**config.mk**
```make
export PLATFORM = sky130hd
export DESIGN_NAME = led_scanner_flat
export DESIGN_NICKNAME = d
export VERILOG_FILES = /design/src/rtl/led_scanner_if.sv /design/src/rtl/led_scanner.sv /design/src/flat_wrapper.sv
export SDC_FILE = /design/constraint.sdc
export NUM_CORES = 1
export LEC_CHECK = 0
export ABC_CLOCK_PERIOD_IN_PS = 4900
export CAP_MARGIN = 20
export CORE_AREA = 2 2 65 67
export DETAILED_ROUTE_END_ITERATION = 10
export DIE_AREA = 0 0 67 69
export PLACE_DENSITY = 0.82
export SETUP_SLACK_MARGIN = 0.3
export SYNTH_ARGS = -nofsm -noshare
export SYNTH_HDL_FRONTEND = slang
export SYNTH_SLANG_ARGS = --single-unit
```
**constraint.sdc**
```tcl
create_clock -name i_clk -period 4.9 [get_ports i_clk]
set_input_delay 1.47 -clock i_clk [delete_from_list [all_inputs] [get_ports i_clk]]
set_output_delay 1.47 -clock i_clk [all_outputs]
set_load 0.02 [all_outputs]
```
**src/rtl/led_scanner_if.sv**
```systemverilog
// ----------------------------------------------------------------------------
// led_scanner_if
// Bundles the control inputs and display outputs of the LED scanner.
//
// Signals:
//   enable  : run when high, freeze all scanner state when low
//   mode    : 00 bounce, 01 wrap up, 10 wrap down, 11 hold
//   speed   : step period is PRESCALE*(speed+1) clock cycles
//   leds    : registered LED drive, bit N_LEDS-1 is the leftmost LED
//   pos     : registered index of the lit LED
//   dir     : registered direction, 1 = increasing index
//   step    : one-cycle pulse marking a position update
//
// Modports:
//   master : drives the controls, observes the outputs (controller / bench)
//   slave  : the scanner itself
// ----------------------------------------------------------------------------
interface led_scanner_if #(
    parameter int N_LEDS = 8,
    parameter int PW     = $clog2(N_LEDS)
);
    logic              enable;
    logic [1:0]        mode;
    logic [3:0]        speed;
    logic [N_LEDS-1:0] leds;
    logic [PW-1:0]     pos;
    logic              dir;
    logic              step;

    modport master (
        output enable, mode, speed,
        input  leds, pos, dir, step
    );

    modport slave (
        input  enable, mode, speed,
        output leds, pos, dir, step
    );
endinterface

```
**src/rtl/led_scanner.sv**
```systemverilog
// ----------------------------------------------------------------------------
// led_scanner
// Walks a single lit LED across an N_LEDS-wide bar. A prescaler produces a
// base tick every PRESCALE cycles, a speed divider turns every (speed+1)
// ticks into a step, and each step moves the position according to the
// selected pattern (bounce, wrap up, wrap down, hold).
//
// Ports:
//   i_clk   : single clock, all state on its rising edge
//   i_rst_n : asynchronous active-low reset
//   bus     : led_scanner_if.slave (enable/mode/speed in, leds/pos/dir/step out)
//
// Optional feature:
//   LED_SCANNER_TRAIL_EN : when defined, the LED of the previous position is
//                          also lit, giving a two-LED trail.
// ----------------------------------------------------------------------------
module led_scanner #(
    parameter int N_LEDS   = 8,
    parameter int PRESCALE = 1250000,
    parameter int PW       = $clog2(N_LEDS)
) (
    input  logic          i_clk,
    input  logic          i_rst_n,
    led_scanner_if.slave  bus
);

    // PRESCALE=1 would give a zero-width counter; keep one bit that stays 0.
    localparam int              PCW        = (PRESCALE > 1) ? $clog2(PRESCALE) : 1;
    localparam logic [PCW-1:0]  PCNT_MAX   = PCW'(PRESCALE - 1);
    localparam logic [PW-1:0]   POS_MAX    = PW'(N_LEDS - 1);
    localparam logic [PW-1:0]   POS_MAX_M1 = PW'(N_LEDS - 2);

    typedef enum logic [1:0] {
        MODE_BOUNCE = 2'b00,
        MODE_UP     = 2'b01,
        MODE_DOWN   = 2'b10,
        MODE_HOLD   = 2'b11
    } mode_e;

    logic [PCW-1:0]    r_pcnt;
    logic [3:0]        r_dcnt;
    logic [3:0]        r_spd_q;
    logic              r_loaded;
    logic [PW-1:0]     r_pos;
    logic              r_dir;
    logic [N_LEDS-1:0] r_leds;
    logic              r_step;
`ifdef LED_SCANNER_TRAIL_EN
    logic [PW-1:0]     r_prev;
    logic [PW-1:0]     w_prev_nxt;
`endif

    logic [3:0]        w_spd_eff;
    logic              w_tick;
    logic              w_step;
    logic [PCW-1:0]    w_pcnt_nxt;
    logic [3:0]        w_dcnt_nxt;
    logic [3:0]        w_spd_nxt;
    logic [PW-1:0]     w_pos_nxt;
    logic              w_dir_nxt;
    logic [N_LEDS-1:0] w_leds_nxt;
    mode_e             w_mode;

    function automatic logic [N_LEDS-1:0] onehot(input logic [PW-1:0] p);
        onehot = {{(N_LEDS-1){1'b0}}, 1'b1} << p;
    endfunction

    // On the first edge after reset release spd_q has not yet captured SPEED,
    // so the divider compares against the live input for that one edge.
    assign w_spd_eff = r_loaded ? r_spd_q : bus.speed;
    assign w_tick    = bus.enable && (r_pcnt == PCNT_MAX);
    assign w_step    = w_tick && (r_dcnt == w_spd_eff);
    assign w_mode    = mode_e'(bus.mode);

    always_comb begin
        w_pcnt_nxt = r_pcnt;
        w_dcnt_nxt = r_dcnt;
        w_spd_nxt  = r_spd_q;
        w_pos_nxt  = r_pos;
        w_dir_nxt  = r_dir;
`ifdef LED_SCANNER_TRAIL_EN
        w_prev_nxt = r_prev;
`endif

        if (bus.enable) begin
            w_pcnt_nxt = w_tick ? '0 : r_pcnt + 1'b1;
        end

        if (w_tick) begin
            w_dcnt_nxt = w_step ? 4'd0 : r_dcnt + 4'd1;
        end

        // A new SPEED only takes effect for the period that starts here.
        if (!r_loaded || w_step) begin
            w_spd_nxt = bus.speed;
        end

        if (w_step) begin
`ifdef LED_SCANNER_TRAIL_EN
            w_prev_nxt = r_pos;
`endif
            unique case (w_mode)
                MODE_BOUNCE: begin
                    // Turn around at each end so both ends are visited once.
                    if (!r_dir && (r_pos == '0)) begin
                        w_dir_nxt = 1'b1;
                        w_pos_nxt = PW'(1);
                    end else if (r_dir && (r_pos >= POS_MAX)) begin
                        w_dir_nxt = 1'b0;
                        w_pos_nxt = POS_MAX_M1;
                    end else if (r_dir) begin
                        w_pos_nxt = r_pos + PW'(1);
                    end else begin
                        w_pos_nxt = r_pos - PW'(1);
                    end
                end
                MODE_UP: begin
                    w_dir_nxt = 1'b1;
                    w_pos_nxt = (r_pos >= POS_MAX) ? '0 : r_pos + PW'(1);
                end
                MODE_DOWN: begin
                    w_dir_nxt = 1'b0;
                    w_pos_nxt = (r_pos == '0) ? POS_MAX : r_pos - PW'(1);
                end
                MODE_HOLD: begin
                    w_pos_nxt = r_pos;
                    w_dir_nxt = r_dir;
                end
                default: begin
                    w_pos_nxt = r_pos;
                    w_dir_nxt = r_dir;
                end
            endcase
        end

`ifdef LED_SCANNER_TRAIL_EN
        w_leds_nxt = onehot(w_pos_nxt) | onehot(w_prev_nxt);
`else
        w_leds_nxt = onehot(w_pos_nxt);
`endif
    end

    always_ff @(posedge i_clk or negedge i_rst_n) begin
        if (!i_rst_n) begin
            r_pcnt   <= '0;
            r_dcnt   <= 4'd0;
            r_spd_q  <= 4'd0;
            r_loaded <= 1'b0;
            r_pos    <= POS_MAX;
            r_dir    <= 1'b0;
            r_leds   <= onehot(POS_MAX);
            r_step   <= 1'b0;
`ifdef LED_SCANNER_TRAIL_EN
            r_prev   <= POS_MAX;
`endif
        end else begin
            r_pcnt   <= w_pcnt_nxt;
            r_dcnt   <= w_dcnt_nxt;
            r_spd_q  <= w_spd_nxt;
            r_loaded <= 1'b1;
            r_pos    <= w_pos_nxt;
            r_dir    <= w_dir_nxt;
            r_leds   <= w_leds_nxt;
            r_step   <= w_step;
`ifdef LED_SCANNER_TRAIL_EN
            r_prev   <= w_prev_nxt;
`endif
        end
    end

    assign bus.leds = r_leds;
    assign bus.pos  = r_pos;
    assign bus.dir  = r_dir;
    assign bus.step = r_step;

endmodule

```
**src/flat_wrapper.sv**
```systemverilog
// flat-port wrapper written by rule: the top's interface ports become plain ports
module led_scanner_flat 
#(
    parameter int N_LEDS   = 8,
    parameter int PRESCALE = 1250000,
    parameter int PW       = $clog2(N_LEDS)
)
  (i_clk, i_rst_n, bus_enable, bus_mode, bus_speed, bus_leds, bus_pos, bus_dir, bus_step);
  led_scanner_if #(.N_LEDS(N_LEDS), .PW(PW)) bus_i ();
  input  logic i_clk;
  input  logic i_rst_n;
  input wire logic [$bits(bus_i.enable)-1:0] bus_enable;
  input wire logic [$bits(bus_i.mode)-1:0] bus_mode;
  input wire logic [$bits(bus_i.speed)-1:0] bus_speed;
  output wire logic [$bits(bus_i.leds)-1:0] bus_leds;
  output wire logic [$bits(bus_i.pos)-1:0] bus_pos;
  output wire logic [$bits(bus_i.dir)-1:0] bus_dir;
  output wire logic [$bits(bus_i.step)-1:0] bus_step;
  assign bus_i.enable = bus_enable;
  assign bus_i.mode = bus_mode;
  assign bus_i.speed = bus_speed;
  assign bus_leds = bus_i.leds;
  assign bus_pos = bus_i.pos;
  assign bus_dir = bus_i.dir;
  assign bus_step = bus_i.step;
  led_scanner #(.N_LEDS(N_LEDS), .PRESCALE(PRESCALE), .PW(PW)) u_core (.i_clk(i_clk), .i_rst_n(i_rst_n), .bus(bus_i));
endmodule
```
==> impl_metrics.json <==
{
  "status": "finished, final reports clean",
  "fin_ws_ns": 1.18,
  "hp-class": "reg2reg",
  "dieArea_um2": 4620,
  "p_clk_share_pct": 30.0,
  "area_growth_pct": 14.6,
  "finalCriticalPeriod_ns": 3.72,
  "postCtsSetupBuffers": 0,
  "power.density_nw_per_um2": 277,
  "ys_seq_area_share_pct": 47.0,
  "hold_buffers": 0,
  "critPathCaptureType": "flop",
  "grt_pass1_vias": 1645,
  "synth_nets": 246,
  "synth-seq-cells": 43,
  "startpoint_type": "input port",
  "reg2regPathDepth": 9,
  "antenna_found_initial": 0,
  "cts_max_path_buffers": 2,
  "finalHoldViolCount": 0,
  "p_int_mw": 0.532,
  "crit_required_ns": 5.08,
  "switching_share_pct": 27.1,
  "placementRows": 23,
  "fillerInstances": 318,
  "clkSlewWorstSetupHoldPaths_ns": 0.08,
  "netSwitchingPower_mw": 0.198,
  "power_frac_comb_pct": 13.3,
  "max_freq_mhz": 269,
  "dr_total_vias": 1648,
  "worst_hold_slack_ns": 0.511,
  "hold-path-cell-count": 1,
  "syn_inst": 226,
  "worst_pin_slew_ns": 0.908,
  "gp_congestion": 0.829,
  "layout-drive-gt1-share_pct": 10.4,
  "synth.top_cells.by_area": "dfrtp_1 42%, ha_1 6.0%, dfstp_2 4.6%",
  "vdd_ir_drop_max_v": 0.000110,
  "num_io_pins": 22,
  "cts-root-buf": "clkbuf_8",
  "synth-main-ff-cell": "dfrtp_1",
  "cp.arrival_ns": 3.90,
  "p_total_mw": 0.730,
  "pwr-share-seq_pct": 56.7,
  "grt_first_pass_wirelength_mm": 7.23,
  "vias_per_cell": 5.49,
  "design.core.area_um2": 3910,
  "post-place-ws_ns": 0.898,
  "slew_headroom_pct": 39.5,
  "die_y_um": 69,
  "cts_tree": "done",
  "wl_per_cell_um": 13.7,
  "netlist_area_um2": 2300,
  "syn_area_per_cell_um2": 10.2,
  "rsz0062_at_grt": "no",
  "async_flop_share_pct": 100,
  "numCtsBuffers": 5,
  "fin_setup_tns_ns": 0,
  "slew_viol_final": 0,
  "grt_overflow_total": 0,
  "initial_core_util_pct": 58.8,
  "dr.pass1.iters": 4,
  "min_period_over_period_pct": 75.9,
  "grt_max_degree": 44,
  "synth_cell_types": 44,
  "cts_sinks": 43,
  "h-tree-depth": 2,
  "final_cells": 300,
  "dpl.hpwl_mm": 2.85,
  "synth_top_area_cell": "dfrtp_1",
  "drc": 0,
  "setup_violations": 0,
  "yosysMostFrequentCell": "dfrtp_1",
  "crit_type": "in2reg",
  "synth_top_area_share_pct": 42.4,
  "insertion_delay_ns": 0.30,
  "die_x_um": 67,
  "synth_enable_flop_cells": 0,
  "grt_usage_pct": 20.3,
  "drv_cap": 0,
  "wirelength_mm": 4.11,
  "dr.first_iter.drc_count": 80,
  "ant_nets": 0,
  "yosysWarnings": 0,
  "leakagePower_nw": 1.23,
  "diodes": 0,
  "numPortBuffers": 21,
  "dp_cells": 292,
  "postCtsResizedCells": 0,
  "finalNetCount": 269,
  "cp_max_fo": 23,
  "final.setup_skew_ns": 0.00794,
  "synth_commonest_cells": "39 x dfrtp_1, 24 x nor2_1, 21 x nand2_1"
}
path summary, 6_finish.rpt:
| check | from | endpoint | slack [ns] |
|---|---|---|---|
| worst max-delay path | bus_enable | u_core.bus.leds[4]$_DFF_PN0_ | 1.18 |
| worst min-delay path | u_core.r_spd_q[0]$_DFFE_PN0P_ | u_core.r_spd_q[0]$_DFFE_PN0P_ | 0.51 |
| worst max register to register | u_core.r_pcnt[0]$_DFFE_PN0P_ | u_core.bus.leds[4]$_DFF_PN0_ | 2.35 |
| worst min register to register | u_core.r_spd_q[0]$_DFFE_PN0P_ | u_core.r_spd_q[0]$_DFFE_PN0P_ | 0.51 |
| max in group asynchronous | i_rst_n | u_core.bus.leds[3]$_DFF_PN0_ | 3.04 |
| min in group asynchronous | i_rst_n | u_core.r_pcnt[12]$_DFFE_PN0P_ | 1.30 |
sequential cells by signal, indices dropped and copies added, names as in the netlist:
register / cells
u_core.bus.pos: 3
u_core.r_spd_q: 4
u_core.bus.dir: 1
u_core.bus.leds: 8
u_core.r_pcnt: 21
u_core.r_loaded: 1
u_core.r_dcnt: 4
u_core.bus.step: 1
placed cells by master, fill, tap and decap left out, types with 6 or more instances in the layout:
cell	instances
inv_1	12
dfrtp_1	39
xor2_1	10
a31oi_1	6
ha_1	11
xnor2_1	11
nor2_1	24
nand3_1	6
nand2_1	21
mux2_2	6
a21oi_1	8
mux2i_1	8
clkdlybuf4s50_1	20
through the flow:
stage	util, %	instance area, µm²
global placement	65.2	2550
CTS	67.4	2640
detailed placement	65.2	2550
floorplan	-	2300
global route	67.4	2640
finish	67.4	2640
per-layer routing:
| layer | global-route usage (%) | wire length [µm] | up-vias |
|---|---|---|---|
| met5 | 0 | 0 | - |
| met4 | 8.16 | 76 | 0 |
| met3 | 4.89 | 159 | 6 |
| met2 | 32.3 | 1950 | 39 |
| met1 | 26.3 | 1920 | 777 |
| li1 | - | - | 826 |
power by group through the flow:
stage / Combinational, mW / Sequential [mW] / Clock [mW]
2_1_floorplan: 0.0742 / 0.413 / 0
3_3_place_gp: 0.0961 / 0.419 / 0
3_5_place_dp: 0.0980 / 0.420 / 0
4_1_cts: 0.0990 / 0.414 / 0.228
5_1_grt: 0.114 / 0.418 / 0.245
6_report: 0.0972 / 0.414 / 0.219
kinds of logic (layout without fill, tap and decap cells):
group	count (synthesis)	in the layout	synth area share, %
flip-flops	43	43	47.0
XOR/XNOR	21	21	7.99
AND/OR/NAND/NOR	84	84	19.8
other	1	1	0.163
multiplexers	14	14	6.42
buffers and inverters	18	42	2.99
AO/OA/AOI/OAI	34	34	9.63
adder cells (fa/ha/maj)	11	11	5.98
worst max-delay path: stages:
cell and delay (ns):
clkdlybuf4s50_1 0.58, nand4_2 0.16, or4_4 0.46, nor4_4 0.32, buf_4 0.31, a31oi_1 0.11
o21bai_2 0.25, inv_1 0.15, nor2_1 0.08
layout make-up:
class / instances / area, µm² / area share (%)
repair buffers: 22 / 213 / 8.06
well taps: 50 / 62.6 / 2.37
clock inverters: 2 / 12.5 / 0.474
flip-flops and latches: 43 / 1080 / 41.0
clock buffers: 6 / 72.6 / 2.75
inverters: 12 / 45.0 / 1.71
multi-input cells: 165 / 1150 / 43.6
Note: power is estimated with default switching activity, not from simulation.
